$ cat src/rtl/core_pkg.sv
// rtl/core_pkg.sv - shared pipeline-stage state encodings and boundary widths
package core_pkg;

    typedef enum logic [1:0] {
        ST_EMPTY = 2'b00,
        ST_BAD   = 2'b01,
        ST_HALF  = 2'b10,
        ST_FULL  = 2'b11
    } stage_state_t;

    localparam int IF_ID_W  = 64;
    localparam int ID_EX_W  = 160;
    localparam int EX_MEM_W = 128;
    localparam int MEM_WB_W = 96;

endpackage

$ cat src/rtl/pipe_sat_cnt.sv
// rtl/pipe_sat_cnt.sv - saturating up-counter with synchronous clear
module pipe_sat_cnt #(
    parameter int CNT_W = 16
) (
    input  logic             clk,
    input  logic             rst_n,
    input  logic             clr,
    input  logic             inc,
    output logic [CNT_W-1:0] cnt
);

    localparam logic [CNT_W-1:0] CNT_MAX = '1;

    // clear wins over increment so a pulse during a stall still reads zero next
    always_ff @(posedge clk) begin
        if (!rst_n) begin
            cnt <= '0;
        end else if (clr) begin
            cnt <= '0;
        end else if (inc && (cnt != CNT_MAX)) begin
            cnt <= cnt + CNT_W'(1);
        end
    end

endmodule

$ cat src/rtl/pipe_stage_reg.sv
// rtl/pipe_stage_reg.sv - handshaked pipeline register with optional skid entry
module pipe_stage_reg
    import core_pkg::*;
#(
    parameter int                DATA_W  = 64,
    parameter bit                SKID_EN = 1'b1,
    parameter logic [DATA_W-1:0] RST_VAL = '0,
    parameter int                CNT_W   = 16
) (
    input  logic              clk,
    input  logic              rst_n,
    input  logic              flush_i,
    input  logic              in_valid_i,
    output logic              in_ready_o,
    input  logic [DATA_W-1:0] in_data_i,
    output logic              out_valid_o,
    input  logic              out_ready_i,
    output logic [DATA_W-1:0] out_data_o,
    output logic [CNT_W-1:0]  stall_cnt_o,
    input  logic              stall_clr_i
);

    logic in_xfer;
    logic out_xfer;

    assign in_xfer  = in_valid_i & in_ready_o;
    assign out_xfer = out_valid_o & out_ready_i;

    generate
        if (SKID_EN) begin : g_skid
            stage_state_t      state;
            logic [DATA_W-1:0] main_d;
            logic [DATA_W-1:0] skid_d;

            // ready comes straight from the skid-valid flop; rst_n only masks it
            assign in_ready_o  = rst_n & ~state[0];
            assign out_valid_o = state[1];
            assign out_data_o  = main_d;

            always_ff @(posedge clk) begin
                if (!rst_n) begin
                    state  <= ST_EMPTY;
                    main_d <= RST_VAL;
                    skid_d <= RST_VAL;
                end else if (flush_i) begin
                    state <= ST_EMPTY;
                end else begin
                    case (state)
                        ST_EMPTY: begin
                            if (in_xfer) begin
                                state  <= ST_HALF;
                                main_d <= in_data_i;
                            end
                        end
                        ST_HALF: begin
                            if (in_xfer && out_xfer) begin
                                main_d <= in_data_i;
                            end else if (in_xfer) begin
                                state  <= ST_FULL;
                                skid_d <= in_data_i;
                            end else if (out_xfer) begin
                                state <= ST_EMPTY;
                            end
                        end
                        ST_FULL: begin
                            if (out_xfer) begin
                                state  <= ST_HALF;
                                main_d <= skid_d;
                            end
                        end
                        default: state <= ST_EMPTY;
                    endcase
                end
            end
        end else begin : g_single
            logic              main_v;
            logic [DATA_W-1:0] main_d;

            assign in_ready_o  = rst_n & (~main_v | out_ready_i);
            assign out_valid_o = main_v;
            assign out_data_o  = main_d;

            always_ff @(posedge clk) begin
                if (!rst_n) begin
                    main_v <= 1'b0;
                    main_d <= RST_VAL;
                end else if (flush_i) begin
                    main_v <= 1'b0;
                end else if (in_xfer) begin
                    main_v <= 1'b1;
                    main_d <= in_data_i;
                end else if (out_xfer) begin
                    main_v <= 1'b0;
                end
            end
        end
    endgenerate

    pipe_sat_cnt #(
        .CNT_W (CNT_W)
    ) u_stall_cnt (
        .clk   (clk),
        .rst_n (rst_n),
        .clr   (stall_clr_i),
        .inc   (out_valid_o & ~out_ready_i),
        .cnt   (stall_cnt_o)
    );

endmodule

$ cat config.mk
export PLATFORM = sky130hd
export DESIGN_NAME = pipe_stage_reg
export DESIGN_NICKNAME = d
export VERILOG_FILES = /design/src/rtl/core_pkg.sv /design/src/rtl/pipe_sat_cnt.sv /design/src/rtl/pipe_stage_reg.sv
export SDC_FILE = /design/constraint.sdc
export NUM_CORES = 1
export LEC_CHECK = 0
export CORE_MARGIN = 2
export CORE_UTILIZATION = 50
export CTS_BUF_LIST = sky130_fd_sc_hd__clkbuf_4 sky130_fd_sc_hd__clkbuf_8 sky130_fd_sc_hd__clkbuf_16
export CTS_CLUSTER_DIAMETER = 60
export CTS_CLUSTER_SIZE = 24
export DETAILED_ROUTE_END_ITERATION = 7
export GPL_TIMING_DRIVEN = 0
export MAX_ROUTING_LAYER = met4
export PLACE_DENSITY = 0.8
export SLEW_MARGIN = 10
export SYNTH_ARGS = -nofsm -noshare
export SYNTH_HDL_FRONTEND = slang
export SYNTH_SLANG_ARGS = --single-unit
$ cat constraint.sdc
create_clock -name clk -period 2.9 [get_ports clk]
set_input_delay 0.29 -clock clk [delete_from_list [all_inputs] [get_ports clk]]
set_output_delay 0.29 -clock clk [all_outputs]
set_load 0.005 [all_outputs]
* Yosys cells after proc, flatten, opt, wreduce, memory -nomap -nowiden *
Index checks and enable logic that the tools add are counted.

operators by class
  add/sub/neg operators = 1
  equal/unequal tests = 8
  div/mod/pow operators = 0
  shifts and indexed selects = 0
  bitwise logic cells = 9
  magnitude comparators = 0
  multiply operators = 0
  reductions and logical operators = 9
  multiplexer cells = 10

operators with widths
  operator               count
  $mux 64                3
  $pmux 64 s3            1
  $add 16x1->16 const B  1
  $ne 16x16->1 const B   1
  $mux 2                 5
  $ne 2x2->1 const B     4
  $reduce_and 4->1       2
  $pmux 2 s3             1
  $not 1->1              5
  $reduce_and 5->1       1
  $and 1x1->1            4
  $eq 2x2->1 const B     2
  $reduce_or 2->1        2
  $ne 3x3->1 const B     1
  $reduce_bool 3->1      1
  $logic_and 1x1->1      2
  $logic_not 2->1        1

word-level totals
  output and inout bits = 82
  register bits = 146
  memories = 0
  bits in latches = 0
  RAM bits = 0
  word-level logic and storage cells = 41
  input bits = 70
  ROM bits = 0

* Logic depth before layout (Yosys ltp) *
Gate-level depths: netlist of run 1.

  word-level depth = 6
  depth in mapped cells = 8
  mapped depth without buffers = 6

* Modules after synthesis *
From an unflattened synthesis of run 1, not the netlist that was laid out.

second synthesis, totals
  cells, all modules = 747
  area total of the unflattened synthesis = 6,814.0 µm²

modules (own cells, without submodules)
  module          cells an instance  sequential area each (µm²)  instances  area each (µm²)
  pipe_stage_reg  656                2,602.5                     1          5,949.5
  pipe_sat_cnt    91                 320.3                       1          864.6

* Least setup slack after synthesis of run 1 *
No wires, ideal clock.

  path type = reg2reg
  start point = register g_skid.state[1]
  end point = register g_skid.main_d[0], in the netlist out_data_o[0]
  cell stages (with the launch flop) = 9
  setup slack = 754 ps
  path buffers = 2
  data required time = 2,784 ps
  setup time = 116 ps
  arrival = 2,029 ps
  period minus slack after synthesis = 2,146 ps
  cells stage by stage = dfxtp_1 -> inv_1 -> ha_1 -> or2_2 -> a221oi_1 -> clkbuf_1 -> clkbuf_1 -> nand3_1 -> o211a_1

on the way
  word-level cells in the longest chain between the ends = 4
  elaborated cells between the ends (all ways) = 11
  classes of those cells = eq/ne (5); mux (1); bitwise (1); reduce/logical (4)

RTL lines
  element                            RTL line              RTL
  start, declared                    pipe_stage_reg.sv:31  stage_state_t state;
  start signal, assigned             pipe_stage_reg.sv:42  state <= ST_EMPTY;
  start signal, assigned             pipe_stage_reg.sv:46  state <= ST_EMPTY;
  start signal, assigned             pipe_stage_reg.sv:51  state <= ST_HALF;
  $and 1x1->1                        pipe_stage_reg.sv:27  assign out_xfer = out_valid_o & out_ready_i;
  $logic_and 1x1->1                  pipe_stage_reg.sv:56  if (in_xfer && out_xfer) begin
  $ne 2x2->1 (no source line)        -
  $reduce_and 5->1 (no source line)  -
  end signal, assigned               pipe_stage_reg.sv:52  main_d <= in_data_i;
  end signal, assigned               pipe_stage_reg.sv:57  main_d <= in_data_i;
  end signal, assigned               pipe_stage_reg.sv:68  main_d <= skid_d;
  end, declared                      pipe_stage_reg.sv:32  logic [DATA_W-1:0] main_d;

Several ways; a longest one is shown, not always the timed one.
A chain may end at the register's enable or synchronous reset.

* Worst setup path after layout of run 1 *
  start point = register g_skid.state[1]
  end point = register g_skid.main_d[9], in the netlist out_data_o[9]

The elaborated chain is that of the path after synthesis.

==> metrics, run 1 <==
status finished clean; Nets about 950; DIE AREA roughly 14000 sq um; critical path arrival 2910 ps; family with the most delay on the worst path buffers and inverters; largest net degree at the start of global routing 17; ANT nets after route 0; commonest non-fill, non-tap cell in the layout clkdlybuf4s50_1; Crit path depth 8; Max Fanout on Critical Path 10; sequential share of the synthesized area 45.54%; GRT Resource Usage Total 26.78%; Tmin final 2602 ps; RSZ-0062 raised after global routing false; I/O Buffers 151; critical path endpoint category register; final wirelength 17580 um; Clock Sinks ~150; Sequential Power Share between 40 and 50%; pre-CTS setup slack 42.37 ps; Std-Cell Core Area 12570 sq um; CP peak stage delay 510 ps; Rel. slew slack between 30% and 40%; Core Rows a little over 40; final worst setup slack ~300 ps; CP cell instances inv_1 > ha_1 > or2_2 > a221oi_1 > clkbuf_2 > clkbuf_1 > nand3_1 > o211a_1; Die Wd approximately 120 um; Lkg Pwr around 3.5 nW; max cap viols 0; VDD IR max slightly above 400 uV; GP Congestion around 0.92; DR vias just under 6000; minimum hold slack 456.9 ps; setup bufs post-CTS 0; Post-Syn Area between 6000 and 7000 sq um; gr ovfl total 0; synth unique cells 37; dpl hpwl ~12000 um; Final Non-Filler Cells 1059; reg2reg end out_data_o[9]; # placed instances 1027; slowest CP cell dfxtp_1; syn_nets roughly 780; CTS tree built; io pins roughly 150; most frequent cells in the layout 151 x clkdlybuf4s50_1, 146 x dfxtp_1, 139 x nand2_1; DRC 0; Worst R2R Path Depth 8; final worst path period share between 80 and 90%; FF-to-FF Start g_skid.state[1]; YS warnings 0; setup TNS 0 ps; Longest Clk Path Bufs 2; final hold vios 0; CTS Root Buffer Type clkbuf_16; Die Span Y ~120 um; antenna violations before repair 0; Comb pwr share around an eighth; Net Sw Power 1.193 mW; Mapped Cells between 700 and 800; number of synthesized flops with an enable pin 0; vias in the first global route 5847; Yosys reg bits 146; share of layout cells above drive strength 1 4.622%; Inserted Diodes 0; clock share of power 46.8%; post-DR wirelength/cell about 17 um; R2R Setup Slk between 200 and 300 ps; total CTS buffers 17; HP Class input port to register; CTS Hold Bufs 0; DRT Pass-1 Iters 7; syn avg cell area between 9 and 10 sq um; H-tree depth 4; latest clock arrival within the worst-skew pair 420 ps; ys async rst share 0%; final count of pins violating max slew 0; crit path kind register to register; final setup violation count 0; Starting Density around half; prevailing post-synth register cell dfxtp_1; critical path data required time ~3200 ps; Cell Pwr Density 599.8 nW/um^2; number of DRC markers in iteration 0 roughly 460; Sw Share a little under a quarter; worst slew pin tran 954.9 ps; Critical Path Source Type register; first-pass GRT wire length around 28000 um; CP endpoint out_data_o[9]; FMAX between 300 and 400 MHz; Reg clk slew, reported paths 60 ps; Via density ~5.6; CP startpoint g_skid.state[1]; clk_skew about 7.1 ps; Area Growth Syn to Fin 37.34%; P_int a little over 4 mW; worst path bufs/invs 3
==> metrics by stage <==
step           total power, mW  util, %  instance area, sq um
6_report                 5.286    70.12                  8813
2_1_floorplan            2.468        -                  6417
3_5_place_dp             2.843    64.80                  8144
4_1_cts                  5.308    70.11                  8812
5_1_grt                  5.452    70.12                  8813
3_3_place_gp             2.827    64.80                  8144
==> state kept, by name, summed over array words and instances (netlist names) <==
register,count
g_skid.state,2
g_skid.skid_d,64
out_data_o,64
u_stall_cnt.cnt,16
==> timing repair <==
action	CTS	global route
hold endpoints to repair	0	0
endpoints found under the setup margin	0	48
gates resized for setup	0	2
==> Yosys cell counts (2+ instances only) <==
cell type  number  area (sq um)
o31ai_1         5         37.54
nor3_1          4         20.02
nand2b_1        2         12.51
or2_2           3         18.77
nor2_1          3         11.26
nor2b_1         4         25.02
inv_1           4         15.01
buf_2           3         15.01
a21boi_0       64         480.5
nand4_1         7         43.79
mux2i_1        65         650.6
nand2_1       139         521.8
ha_1            5         62.56
o211a_1        64         640.6
nand3_1        70         350.3
nor4_1          2         12.51
o21ai_0        12         60.06
a21oi_1        15         75.07
buf_1          18         67.56
or4_1           6         45.04
clkbuf_1       39         146.4
dfxtp_1       146          2923
or3_1          10         62.56
==> cell type report <==
type                       count  area (sq um)
sequential                   146          2923
tap                          172         215.2
buffer                        61         241.5
fill                         992          3755
clock inverter                14         235.2
clock buffer                  18         432.9
multi-input combinational    493          3239
timing repair buffer         151          1511
inverter                       4         15.01
==> worst min-delay path, cell delays in order <==
cell,delay (ps)
clkdlybuf4s50_1,420
nand2_1,60
a21boi_0,70
==> how the worst min path moves through the flow <==
stage                            from                 to  slack, ps  cells past startpoint
detailed placement   g_skid.skid_d[3]   g_skid.skid_d[3]        460                      2
global route            in_data_i[35]  g_skid.skid_d[35]        450                      3
global placement    g_skid.skid_d[34]  g_skid.skid_d[34]        450                      2
finish                  in_data_i[35]  g_skid.skid_d[35]        460                      3
CTS                     in_data_i[35]  g_skid.skid_d[35]        440                      3
floorplan               in_data_i[10]  g_skid.skid_d[10]        430                      2
==> cells by family (layout without fill, tap and decap cells) <==
kind of cell | Yosys count | in the layout | share of synthesized area [%]
AND/OR/NAND/NOR | 256 | 256 | 18.29
AO/OA/AOI/OAI | 167 | 167 | 21.08
flip-flops | 146 | 146 | 45.54
multiplexers | 65 | 65 | 10.14
buffers and inverters | 65 | 248 | 3.977
adder cells (fa/ha/maj) | 5 | 5 | 0.9748
==> per-layer routing <==
layer  track usage [%]  routed length [um]  up-vias
met2             44.94                8806      190
met4             8.627                 246        0
met3             7.055                1011       25
li1                  -                   -     2865
met5                 -                   0        -
met1             31.32                7519     2856
==> power groups by stage <==
stage	Clock, mW	Combinational (mW)	Sequential, mW
after global routing	2.58	0.703	2.17
after detailed placement	0	0.639	2.20
after floorplan	0	0.264	2.20
final	2.47	0.650	2.16
after CTS	2.50	0.650	2.16
after global placement	0	0.626	2.20
No activity file was read; power rests on OpenSTA's default activity.
==> run 2, diff against run 1 <==
--- a/config.mk
+++ b/config.mk
@@ -13,7 +13,7 @@
 export DETAILED_ROUTE_END_ITERATION = 7
 export GPL_TIMING_DRIVEN = 0
 export MAX_ROUTING_LAYER = met4
-export PLACE_DENSITY = 0.8
+export PLACE_DENSITY = 0.87
 export SLEW_MARGIN = 10
 export SYNTH_ARGS = -nofsm -noshare
 export SYNTH_HDL_FRONTEND = slang
==> run 2 against run 1 <==
  * Clock skew is essentially flat
  * Cell area shrank 0.51%
  * Hold slack lost 11 ps
  * Die area is the same
  * Count of clock-buffer cells in the layout grew 5
  * Via count shrank 0.37%
  * Cell count is the same
  * Core utilization shrank 0.36 points
  * Flip-flop and latch count is the same
  * Total power shrank 3.4%
  * Fmax grew 1.3%
  * Critical path depth is the same
  * Critical endpoint is now out_data_o[18]
  * Largest cell class unchanged
==> metrics, run 2 (synthesis results as in run 1) <==
final setup violation count 0 (unchanged); DRT Pass-1 Iters 5 (-2); CTS Hold Bufs 0 (unchanged); DRC 0 (unchanged); FF-to-FF Start g_skid.state[1]; minimum hold slack 445.9 ps (-11.00 ps); Nets 949 (unchanged); Rel. slew slack 43.29% (+7.5 points); Lkg Pwr 3.504 nW (-0.17%); Inserted Diodes 0 (unchanged); dpl cell area 8144 sq um (unchanged); max cap viols 0 (unchanged); final count of pins violating max slew 0 (unchanged); first-pass GRT wire length 26880 um (-3.2%); Clock Sinks 146 (unchanged); fin area 8768 sq um (-0.51%); worst slew pin tran 842.9 ps (-112.0 ps); Core Rows 41 (unchanged); largest net degree at the start of global routing 17 (unchanged); setup TNS 0 ps (unchanged); H-tree depth 4 (unchanged); total CTS buffers 17 (unchanged); dpl hpwl 11580 um (-6.0%); DR vias 5914 (-0.37%); post-DR wirelength/cell 16.15 um (-2.7%); latest clock arrival within the worst-skew pair 430 ps (about the same); Via density 5.585 (-0.37%); gr ovfl total 0 (unchanged); final worst setup slack 331.2 ps (+33.51 ps); Die Span Y 117.3 um (unchanged); Filler Cells Inserted 972 (-2.0%); VDD IR max 489.3 uV (+19%); crit path kind register to register; ANT nets after route 0 (unchanged); Die Wd 117.3 um (unchanged); io pins 152 (unchanged); DIE AREA 13760 sq um (unchanged); final hold vios 0 (unchanged); critical path arrival 2890 ps (-20 ps); critical path endpoint category register; antenna violations before repair 0 (unchanged); clk_skew 6.937 ps (-0.1909 ps); status finished clean; number of DRC markers in iteration 0 503 (+10%); vias in the first global route 5473 (-6.4%); final wirelength 17110 um (-2.7%); HP Class input port to register; I/O Buffers 151 (unchanged); Std-Cell Core Area 12570 sq um (unchanged); CTS tree built; Tmin final 2569 ps (-33.51 ps); Max Fanout on Critical Path 10 (unchanged); final worst path period share 88.58% (-1.2 points); critical path data required time 3220 ps (about the same); Pwr Total 5.105 mW (-3.4%); RSZ-0062 raised after global routing false; CP cell instances inv_1 > ha_1 > or2_2 > a221oi_1 > clkbuf_2 > clkbuf_1 > nand3_1 > o211a_1; CP peak stage delay 510 ps (about the same); FMAX 389.3 MHz (+1.3%); Cell Pwr Density 582.2 nW/um^2 (-2.9%); pre-CTS setup slack -2.932 ps (-45.30 ps); Starting Density 51.06% (unchanged); GRT Resource Usage Total 25.95% (-0.84 points); CP startpoint g_skid.state[1]; Longest Clk Path Bufs 2 (unchanged); family with the most delay on the worst path buffers and inverters; commonest non-fill, non-tap cell in the layout clkdlybuf4s50_1; Critical Path Source Type register; GP Congestion 0.9302 (+1.6%); most frequent cells in the layout 151 x clkdlybuf4s50_1, 146 x dfxtp_1, 139 x nand2_1; CTS Root Buffer Type clkbuf_16; Reg clk slew, reported paths 60 ps (about the same); worst path bufs/invs 3 (unchanged); slowest CP cell dfxtp_1; HP Start in_data_i[11]; Area Growth Syn to Fin 36.63%; share of layout cells above drive strength 1 4.622% (unchanged)
-- run 2: changes by cell type in the layout (fill, tap and decap cells not counted) --
cell and change:
inv_6 -1, clkinv_2 +1, clkinv_4 +1, clkbuf_8 +4
clkinvlp_4 -3, bufinv_16 -3, clkbuf_4 +1
-- run 2: final cells by class --
| type | count | area, sq um | area share (%) |
|---|---|---|---|
| Multi-Input combinational cell | 493 | 3239 | 36.94 |
| Sequential cell | 146 | 2923 | 33.33 |
| Timing Repair Buffer | 151 | 1511 | 17.24 |
| Clock buffer | 23 | 495.5 | 5.651 |
| Buffer | 61 | 241.5 | 2.754 |
| Tap cell | 172 | 215.2 | 2.454 |
| Clock inverter | 9 | 127.6 | 1.455 |
| Inverter | 4 | 15.01 | 0.1712 |
-- run 2: final timing paths --
path	slack (ps)	end	cells past startpoint
setup / recovery	330	out_data_o[18]	8
hold / removal	450	g_skid.skid_d[11]	3
setup reg to reg	330	out_data_o[18]	8
hold reg to reg	460	g_skid.skid_d[57]	2
-- run 2: report_power, final --
group	switching [mW]	internal [mW]	total [mW]	leakage, nW
Clock	0.838	1.46	2.30	0.314
Combinational	0.274	0.367	0.642	2.00
Sequential	0.0609	2.10	2.17	1.19
Total	1.17	3.93	5.10	3.50
-- run 2: repair_timing --
item / in CTS / in global routing
buffers inserted: 0 / 0
endpoints found under the setup margin: 0 / 36
resized for setup: 0 / 2
-- run 2: worst min-delay path: stages --
cell and delay (ps):
clkdlybuf4s50_1 410, nand2_1 60, a21boi_0 60
-- run 2: routing by layer --
metal | part of all wire, % | global-route usage (%)
met1 | 43 | 31.41
met3 | 6.3 | 6.746
met2 | 49 | 41.95
met5 | 0 | -
met4 | 1.7 | 9.098
-- run 2: metrics by stage --
stage	std cells	util [%]
floorplan	704	-
global placement	1027	64.80
detailed placement	1027	64.80
CTS	1059	69.76
global route	1059	69.77
finish	1059	69.77
==> run 3, diff against run 2 <==
--- a/config.mk
+++ b/config.mk
@@ -5,11 +5,11 @@
 export SDC_FILE = /design/constraint.sdc
 export NUM_CORES = 1
 export LEC_CHECK = 0
+export CAP_MARGIN = 10
 export CORE_MARGIN = 2
 export CORE_UTILIZATION = 50
 export CTS_BUF_LIST = sky130_fd_sc_hd__clkbuf_4 sky130_fd_sc_hd__clkbuf_8 sky130_fd_sc_hd__clkbuf_16
 export CTS_CLUSTER_DIAMETER = 60
-export CTS_CLUSTER_SIZE = 24
 export DETAILED_ROUTE_END_ITERATION = 7
 export GPL_TIMING_DRIVEN = 0
 export MAX_ROUTING_LAYER = met4
==> results of run 3 <==
The final DEF is identical to that of run 2; final timing and power are the same.
